[src/rtl/dac_modified_if.sv]
// Bundle of sequencer, sample, configuration and DAC-side signals for one
// analog-output channel. The controller drives it through the master
// modport. The channel consumes it through the slave modport.
interface dac_modified_if;
    logic [31:0] main_state;
    logic [5:0]  channel;
    logic [15:0] DAC_input;
    logic [15:0] DAC_sequencer_in;
    logic        use_sequencer;
    logic        DAC_en;
    logic [2:0]  gain;
    logic [6:0]  noise_suppress;
    logic [15:0] DAC_thrsh;
    logic        DAC_thrsh_pol;
    logic [15:0] DAC_fsm_start_win_in;
    logic [15:0] DAC_fsm_stop_win_in;
    logic [15:0] DAC_fsm_state_counter_in;
    logic [15:0] HPF_coefficient;
    logic        HPF_en;
    logic        software_reference_mode;
    logic [15:0] software_reference;
    logic        DAC_SYNC;
    logic        DAC_SCLK;
    logic        DAC_DIN;
    logic        DAC_thrsh_out;
    logic        DAC_fsm_inwin_out;
    logic [15:0] DAC_register;

    modport master (
        output main_state, channel, DAC_input, DAC_sequencer_in, use_sequencer,
               DAC_en, gain, noise_suppress, DAC_thrsh, DAC_thrsh_pol,
               DAC_fsm_start_win_in, DAC_fsm_stop_win_in, DAC_fsm_state_counter_in,
               HPF_coefficient, HPF_en, software_reference_mode, software_reference,
        input  DAC_SYNC, DAC_SCLK, DAC_DIN, DAC_thrsh_out, DAC_fsm_inwin_out,
               DAC_register
    );

    modport slave (
        input  main_state, channel, DAC_input, DAC_sequencer_in, use_sequencer,
               DAC_en, gain, noise_suppress, DAC_thrsh, DAC_thrsh_pol,
               DAC_fsm_start_win_in, DAC_fsm_stop_win_in, DAC_fsm_state_counter_in,
               HPF_coefficient, HPF_en, software_reference_mode, software_reference,
        output DAC_SYNC, DAC_SCLK, DAC_DIN, DAC_thrsh_out, DAC_fsm_inwin_out,
               DAC_register
    );
endinterface

[src/rtl/dac_modified.sv]
// One analog-output channel. Once per frame it takes a sample and applies
// reference subtraction, a first-order high-pass filter, gain and a dead
// band. It publishes the result with threshold/window flags and streams
// the result to a 16-bit SPI DAC. The SPI stream is 24 bits per frame,
// two bits per sequencer channel slot.
module dac_modified (
    input  logic          dataclk,
    input  logic          reset,
    dac_modified_if.slave bus
);
    localparam logic [31:0] ST_CLK1_A  = 32'd100;
    localparam logic [31:0] ST_CLK9_D  = 32'd135;
    localparam logic [31:0] ST_CLK18_C = 32'd170;
    localparam logic [31:0] ST_CLK27_B = 32'd205;

    // Clamp a 17-bit signed intermediate to the 16-bit signed range.
    function automatic logic signed [15:0] sat17(input logic signed [16:0] v);
        if (v[16] != v[15]) return v[16] ? 16'sh8000 : 16'sh7fff;
        return v[15:0];
    endfunction

    logic        sample_edge;
    logic        spi_slot;
    assign sample_edge = (bus.main_state == ST_CLK9_D) && (bus.channel == 6'd0);
    assign spi_slot    = (bus.channel < 6'd12);

    logic signed [31:0] hpf_s;
    logic [15:0]        dac_reg;
    logic               thr_q;
    logic               win_q;
    logic [23:0]        shreg;
    logic               sync_q;
    logic               sclk_q;
    logic               din_q;

    logic [15:0]        src;
    logic signed [15:0] x_raw;
    logic signed [15:0] x_ref;
    logic signed [16:0] ref_diff;
    logic signed [16:0] hpf_diff;
    logic signed [15:0] hpf_y;
    logic signed [32:0] hpf_prod;
    logic signed [31:0] hpf_next;
    logic signed [22:0] gain_sh;
    logic signed [15:0] gain_y;
    logic [16:0]        mag;
    logic signed [15:0] ns_y;
    logic [15:0]        reg_next;
    logic               thr_next;
    logic               win_next;

    // Sample datapath: source select through to the next DAC word and flags.
    always_comb begin
        src      = bus.use_sequencer ? bus.DAC_sequencer_in : bus.DAC_input;
        x_raw    = $signed(src ^ 16'h8000);
        // Offset-binary difference equals the signed difference of the two samples
        ref_diff = $signed({1'b0, src}) - $signed({1'b0, bus.software_reference});
        x_ref    = bus.software_reference_mode ? sat17(ref_diff) : x_raw;
        // The filter output is the input minus the tracked low-frequency estimate S
        hpf_diff = $signed({x_ref[15], x_ref}) - $signed({hpf_s[31], hpf_s[31:16]});
        hpf_y    = bus.HPF_en ? sat17(hpf_diff) : x_ref;
        hpf_prod = $signed({16'd0, bus.HPF_coefficient}) * $signed({{17{hpf_y[15]}}, hpf_y});
        hpf_next = bus.HPF_en ? (hpf_s + hpf_prod[31:0]) : 32'sd0;
        gain_sh  = $signed({{7{hpf_y[15]}}, hpf_y}) <<< bus.gain;
        gain_y   = (gain_sh[22:15] == {8{gain_sh[15]}}) ? gain_sh[15:0]
                 : (gain_sh[22] ? 16'sh8000 : 16'sh7fff);
        mag      = gain_y[15] ? (17'd0 - {1'b1, gain_y}) : {1'b0, gain_y};
        ns_y     = (mag <= {6'd0, bus.noise_suppress, 4'd0}) ? 16'sd0 : gain_y;
        reg_next = bus.DAC_en ? (ns_y ^ 16'h8000) : 16'h8000;
        thr_next = bus.DAC_thrsh_pol ? (reg_next >= bus.DAC_thrsh) : (reg_next <= bus.DAC_thrsh);
        win_next = thr_next
                && (bus.DAC_fsm_start_win_in <= bus.DAC_fsm_state_counter_in)
                && (bus.DAC_fsm_state_counter_in <= bus.DAC_fsm_stop_win_in);
    end

    // Commit the new sample, filter state and flags once per frame.
    always_ff @(posedge dataclk or posedge reset) begin
        if (reset) begin
            hpf_s   <= '0;
            dac_reg <= 16'h8000;
            thr_q   <= 1'b0;
            win_q   <= 1'b0;
        end else if (sample_edge) begin
            hpf_s   <= hpf_next;
            dac_reg <= reg_next;
            thr_q   <= thr_next;
            win_q   <= win_next;
        end
    end

    // SPI shifter: the frame starts at channel 0 and shifts two bits per slot.
    always_ff @(posedge dataclk or posedge reset) begin
        if (reset) begin
            sync_q <= 1'b1;
            sclk_q <= 1'b0;
            din_q  <= 1'b0;
            shreg  <= '0;
        end else begin
            case (bus.main_state)
                ST_CLK1_A: begin
                    if (bus.channel == 6'd0) begin
                        // Bit 23 (always 0) goes out now, and the rest waits in the shifter
                        sync_q <= 1'b0;
                        din_q  <= 1'b0;
                        sclk_q <= 1'b1;
                        shreg  <= {7'd0, dac_reg, 1'b0};
                    end else if (spi_slot) begin
                        din_q  <= shreg[23];
                        sclk_q <= 1'b1;
                        shreg  <= {shreg[22:0], 1'b0};
                    end else begin
                        din_q  <= 1'b0;
                        sclk_q <= 1'b0;
                        if (bus.channel == 6'd12) sync_q <= 1'b1;
                    end
                end
                ST_CLK18_C: begin
                    if (spi_slot) begin
                        din_q  <= shreg[23];
                        sclk_q <= 1'b1;
                        shreg  <= {shreg[22:0], 1'b0};
                    end else begin
                        din_q  <= 1'b0;
                        sclk_q <= 1'b0;
                    end
                end
                ST_CLK9_D, ST_CLK27_B: begin
                    sclk_q <= 1'b0;
                end
                default: ;
            endcase
        end
    end

    assign bus.DAC_register      = dac_reg;
    assign bus.DAC_thrsh_out     = thr_q;
    assign bus.DAC_fsm_inwin_out = win_q;
    assign bus.DAC_SYNC          = sync_q;
    assign bus.DAC_SCLK          = sclk_q;
    assign bus.DAC_DIN           = din_q;
endmodule

[src/flat_wrapper.sv]
// flat-port wrapper written by rule: the top's interface ports become plain ports
module dac_modified_flat 
  (dataclk, reset, bus_main_state, bus_channel, bus_DAC_input, bus_DAC_sequencer_in, bus_use_sequencer, bus_DAC_en, bus_gain, bus_noise_suppress, bus_DAC_thrsh, bus_DAC_thrsh_pol, bus_DAC_fsm_start_win_in, bus_DAC_fsm_stop_win_in, bus_DAC_fsm_state_counter_in, bus_HPF_coefficient, bus_HPF_en, bus_software_reference_mode, bus_software_reference, bus_DAC_SYNC, bus_DAC_SCLK, bus_DAC_DIN, bus_DAC_thrsh_out, bus_DAC_fsm_inwin_out, bus_DAC_register);
  dac_modified_if bus_i ();
  input  logic dataclk;
  input  logic reset;
  input wire logic [$bits(bus_i.main_state)-1:0] bus_main_state;
  input wire logic [$bits(bus_i.channel)-1:0] bus_channel;
  input wire logic [$bits(bus_i.DAC_input)-1:0] bus_DAC_input;
  input wire logic [$bits(bus_i.DAC_sequencer_in)-1:0] bus_DAC_sequencer_in;
  input wire logic [$bits(bus_i.use_sequencer)-1:0] bus_use_sequencer;
  input wire logic [$bits(bus_i.DAC_en)-1:0] bus_DAC_en;
  input wire logic [$bits(bus_i.gain)-1:0] bus_gain;
  input wire logic [$bits(bus_i.noise_suppress)-1:0] bus_noise_suppress;
  input wire logic [$bits(bus_i.DAC_thrsh)-1:0] bus_DAC_thrsh;
  input wire logic [$bits(bus_i.DAC_thrsh_pol)-1:0] bus_DAC_thrsh_pol;
  input wire logic [$bits(bus_i.DAC_fsm_start_win_in)-1:0] bus_DAC_fsm_start_win_in;
  input wire logic [$bits(bus_i.DAC_fsm_stop_win_in)-1:0] bus_DAC_fsm_stop_win_in;
  input wire logic [$bits(bus_i.DAC_fsm_state_counter_in)-1:0] bus_DAC_fsm_state_counter_in;
  input wire logic [$bits(bus_i.HPF_coefficient)-1:0] bus_HPF_coefficient;
  input wire logic [$bits(bus_i.HPF_en)-1:0] bus_HPF_en;
  input wire logic [$bits(bus_i.software_reference_mode)-1:0] bus_software_reference_mode;
  input wire logic [$bits(bus_i.software_reference)-1:0] bus_software_reference;
  output wire logic [$bits(bus_i.DAC_SYNC)-1:0] bus_DAC_SYNC;
  output wire logic [$bits(bus_i.DAC_SCLK)-1:0] bus_DAC_SCLK;
  output wire logic [$bits(bus_i.DAC_DIN)-1:0] bus_DAC_DIN;
  output wire logic [$bits(bus_i.DAC_thrsh_out)-1:0] bus_DAC_thrsh_out;
  output wire logic [$bits(bus_i.DAC_fsm_inwin_out)-1:0] bus_DAC_fsm_inwin_out;
  output wire logic [$bits(bus_i.DAC_register)-1:0] bus_DAC_register;
  assign bus_i.main_state = bus_main_state;
  assign bus_i.channel = bus_channel;
  assign bus_i.DAC_input = bus_DAC_input;
  assign bus_i.DAC_sequencer_in = bus_DAC_sequencer_in;
  assign bus_i.use_sequencer = bus_use_sequencer;
  assign bus_i.DAC_en = bus_DAC_en;
  assign bus_i.gain = bus_gain;
  assign bus_i.noise_suppress = bus_noise_suppress;
  assign bus_i.DAC_thrsh = bus_DAC_thrsh;
  assign bus_i.DAC_thrsh_pol = bus_DAC_thrsh_pol;
  assign bus_i.DAC_fsm_start_win_in = bus_DAC_fsm_start_win_in;
  assign bus_i.DAC_fsm_stop_win_in = bus_DAC_fsm_stop_win_in;
  assign bus_i.DAC_fsm_state_counter_in = bus_DAC_fsm_state_counter_in;
  assign bus_i.HPF_coefficient = bus_HPF_coefficient;
  assign bus_i.HPF_en = bus_HPF_en;
  assign bus_i.software_reference_mode = bus_software_reference_mode;
  assign bus_i.software_reference = bus_software_reference;
  assign bus_DAC_SYNC = bus_i.DAC_SYNC;
  assign bus_DAC_SCLK = bus_i.DAC_SCLK;
  assign bus_DAC_DIN = bus_i.DAC_DIN;
  assign bus_DAC_thrsh_out = bus_i.DAC_thrsh_out;
  assign bus_DAC_fsm_inwin_out = bus_i.DAC_fsm_inwin_out;
  assign bus_DAC_register = bus_i.DAC_register;
  dac_modified u_core (.dataclk(dataclk), .reset(reset), .bus(bus_i));
endmodule
[config.mk]
export PLATFORM = sky130hd
export DESIGN_NAME = dac_modified_flat
export DESIGN_NICKNAME = d
export VERILOG_FILES = /design/src/rtl/dac_modified_if.sv /design/src/rtl/dac_modified.sv /design/src/flat_wrapper.sv
export SDC_FILE = /design/constraint.sdc
export NUM_CORES = 1
export LEC_CHECK = 0
export CELL_PAD_IN_SITES_DETAIL_PLACEMENT = 1
export CELL_PAD_IN_SITES_GLOBAL_PLACEMENT = 1
export CORE_MARGIN = 4
export CORE_UTILIZATION = 48
export DETAILED_ROUTE_END_ITERATION = 12
export MAX_ROUTING_LAYER = met4
export PLACE_DENSITY = 0.88
export SLEW_MARGIN = 20
export SYNTH_ARGS = -nofsm -noshare
export SYNTH_HDL_FRONTEND = slang
export SYNTH_SLANG_ARGS = --single-unit
[constraint.sdc]
create_clock -name dataclk -period 26.6 [get_ports dataclk]
set_input_delay 5.32 -clock dataclk [delete_from_list [all_inputs] [get_ports dataclk]]
set_output_delay 5.32 -clock dataclk [all_outputs]
set_load 0.005 [all_outputs]
==> impl_metrics.env <==
export IMPL_drt_pass1_iter_count=5
export IMPL_design_area_um2=20600
export IMPL_maxCapViolations=0
export IMPL_cts_hold_fix_buffers=0
export IMPL_tightestPinTransition_ps=1030
export IMPL_seq_area_frac_synth=0.107
export IMPL_finalSetupViolations=0
export IMPL_numPortBuffers=203
export IMPL_fin_crit_ps=19380
export IMPL_finalCritPeriodShare=0.729
export IMPL_clock_sinks=77
export IMPL_diodes=0
export IMPL_netlist_top_cells_area="fa_1, ha_1, dfrtp_1"
export IMPL_netlist_area_um2=18000
export IMPL_die_y_um=202
export IMPL_initial_core_util=0.489
export IMPL_vias=16655
export IMPL_yosysWarnings=0
export IMPL_grt_antenna_before_repair=0
export IMPL_area_growth_pct=14.7
export IMPL_die_w_um=202
export IMPL_synth_fp_nets=2760
export IMPL_place_gp_congestion=0.990
export IMPL_layout_drive_gt1_share=0.0461
export IMPL_numCtsBuffers=9
export IMPL_critical_path_class="input pin to flip-flop"
export IMPL_synth_top_area_frac=0.253
export IMPL_cts_buffer_depth=2
export IMPL_yosys_area_top_type="fa_1"
export IMPL_grt_usage=0.326
export IMPL_cts_resized_gates=0
export IMPL_r2r_start="u_core.hpf_s[16]"
export IMPL_dp_hpwl_um=51400
export IMPL_arrival_ps=19660
export IMPL_path_clk_slew_ps=70
export IMPL_cp_start_kind="input pin"
export IMPL_cts_root_buffer="clkbuf_16"
export IMPL_insertion_delay_ps=400
export IMPL_worstHoldStart="u_core.shreg[1]"
export IMPL_synthArstFlopShare=1.00
export IMPL_hp_class="flip-flop to flip-flop"
export IMPL_die_area_um2=40700
export IMPL_finClkSkew_ps=16.6
export IMPL_cp_common_cell="o21ai_0"
export IMPL_status="complete, no violations"
export IMPL_ys_types=88
export IMPL_dr_first_iter_drc_count=1098
export IMPL_core_um2=36800
export IMPL_grt_max_degree=70
export IMPL_synth_flop_cell="dfrtp_1"
export IMPL_syn_inst=2149
export IMPL_grt_pass1_vias=18832
export IMPL_max_freq_ghz=0.0516
export IMPL_synth_edff_count=0
export IMPL_slew_headroom=0.306
export IMPL_r2r_setup_slack_ps=15430
export IMPL_crit_fanout=32
export IMPL_via_per_inst=6.06
export IMPL_place_area_um2=20300
export IMPL_overflow=0
export IMPL_post_cts_buffers=0
export IMPL_ant_nets=0
export IMPL_crit_path_max_incr_delay_ps=820
export IMPL_hold_viol=0
export IMPL_placementRows=70
export IMPL_drt_drc_violations_left=0
export IMPL_htree_levels=3
export IMPL_drt_total_wl_um=64300
export IMPL_crit_slowest_cell="o21ai_1"
export IMPL_crit_start="bus_use_sequencer"
export IMPL_finalMaxSlewViolations=0
export IMPL_rsz0062_at_grt="false"
export IMPL_wire_per_inst_um=23.4
export IMPL_critPathRequiredTime_ps=26870
export IMPL_syn_area_per_cell_um2=8.37
export IMPL_ios=204
export IMPL_fin_tns_setup_ps=0
export IMPL_nNetsFinal=2886
export IMPL_grt_pass1_wl_um=102000
export IMPL_crit_path_end_kind="flip-flop"
export IMPL_ys_ff_latch=77
export IMPL_cts_tree="built"
-- path summary, 6_finish.rpt --
path,to,cells after the start
min in group asynchronous,u_core.shreg[22],2
worst min-delay path,u_core.shreg[1],2
worst max-delay path,u_core.bus.DAC_thrsh_out,55
worst min register to register,u_core.shreg[1],2
max in group asynchronous,u_core.hpf_s[19],3
worst max register to register,u_core.bus.DAC_thrsh_out,42
-- cells by family (layout without fill, tap and decap cells) --
logic type                 count (synthesis)  after routing  share of synthesized area
and+or+nand+nor                          639            639                      0.179
buffers and inverters                    468            599                     0.0985
AOI/OAI and AO/OA                        435            435                      0.165
adders and majority gates                428            428                      0.392
DFF                                       77             77                      0.107
xor gates and xnor gates                  53             53                     0.0258
muxes                                     49             49                     0.0318
-- registers in the layout, indices dropped and copies added, names as in the netlist --
register	flops
u_core.bus.DAC_fsm_inwin_out	1
u_core.bus.DAC_DIN	1
u_core.bus.DAC_SCLK	1
u_core.shreg	24
u_core.hpf_s	32
u_core.bus.DAC_register	16
u_core.bus.DAC_thrsh_out	1
u_core.bus.DAC_SYNC	1
-- cells in the final DEF, fill, tap and decap left out, drive strengths merged, types with 22 or more instances in the layout --
cell type | synthesis | final
nor2 | 81 | 81
clkdlybuf4s50 | 0 | 203
and2 | 113 | 113
mux2i | 28 | 28
o21a | 24 | 24
and3 | 45 | 45
dfrtp | 75 | 75
or2 | 22 | 22
inv | 362 | 365
a21o | 24 | 24
o21ai | 120 | 120
a21oi | 83 | 83
xnor2 | 32 | 32
nand2b | 22 | 22
nor3 | 35 | 35
fa | 227 | 227
nand2 | 228 | 228
ha | 201 | 201
-- metal layers --
layer  wire (um)  up-vias  track usage
met5           0        -            -
met4        2770        0        0.133
met3        4290      188       0.0577
met2       32100      678        0.559
met1       25200     8384        0.379
li1            -     7405            -
-- Yosys cell counts (5+ instances only) --
| cell | count |
|---|---|
| o21bai_1 | 8 |
| nor2_1 | 80 |
| ha_1 | 201 |
| nand4_1 | 16 |
| a32o_1 | 16 |
| nor4_1 | 10 |
| xnor2_1 | 32 |
| mux4_2 | 5 |
| and2_1 | 113 |
| buf_1 | 8 |
| or3_1 | 11 |
| xor2_1 | 21 |
| a22o_1 | 9 |
| dfrtp_1 | 75 |
| nand2b_1 | 22 |
| a211o_1 | 5 |
| inv_1 | 362 |
| and3_1 | 45 |
| o21a_1 | 24 |
| nand2_1 | 228 |
| or2_2 | 19 |
| mux2i_1 | 28 |
| o22ai_1 | 16 |
| buf_2 | 10 |
| fa_1 | 227 |
| a31oi_1 | 16 |
| o31ai_1 | 10 |
| o211a_1 | 5 |
| nor3_1 | 34 |
| o21ai_0 | 114 |
| mux2_2 | 16 |
| clkbuf_1 | 83 |
| nand3_1 | 19 |
| a21o_1 | 24 |
| a211oi_1 | 17 |
| a21oi_1 | 81 |
| nor2b_1 | 18 |
| a21boi_0 | 5 |
| o211ai_1 | 18 |
-- per-stage QoR --
step,cells,hold WS (ps),setup slack (ps),util
finish,2748,493,7220,0.561
global route,2748,517,5940,0.561
CTS,2748,493,7500,0.560
detailed placement,2732,476,7090,0.553
global placement,2732,463,7660,0.553
floorplan,2149,449,9660,-
-- layout make-up --
class                   count  area, um^2
clock buffers               9         225
inverters                 366        1380
repair buffers            217        2140
flip-flops and latches     77        1930
clock inverters             7        63.8
fillers                  4390       16200
well taps                 468         586
multi-input cells        1604       14300
-- critical path, delay by kind of cell --
kind                     cells  cell delay (ps)
AND/OR/NAND/NOR             15             2490
XOR/XNOR                     2              520
adder cells (fa/ha/maj)      5             1520
multiplexers                 3             1250
buffers and inverters        5             1140
AO/OA/AOI/OAI               25             7400
Power is not shown: default switching activity piles up to over one toggle a cycle in this logic, so the estimate is an artifact.
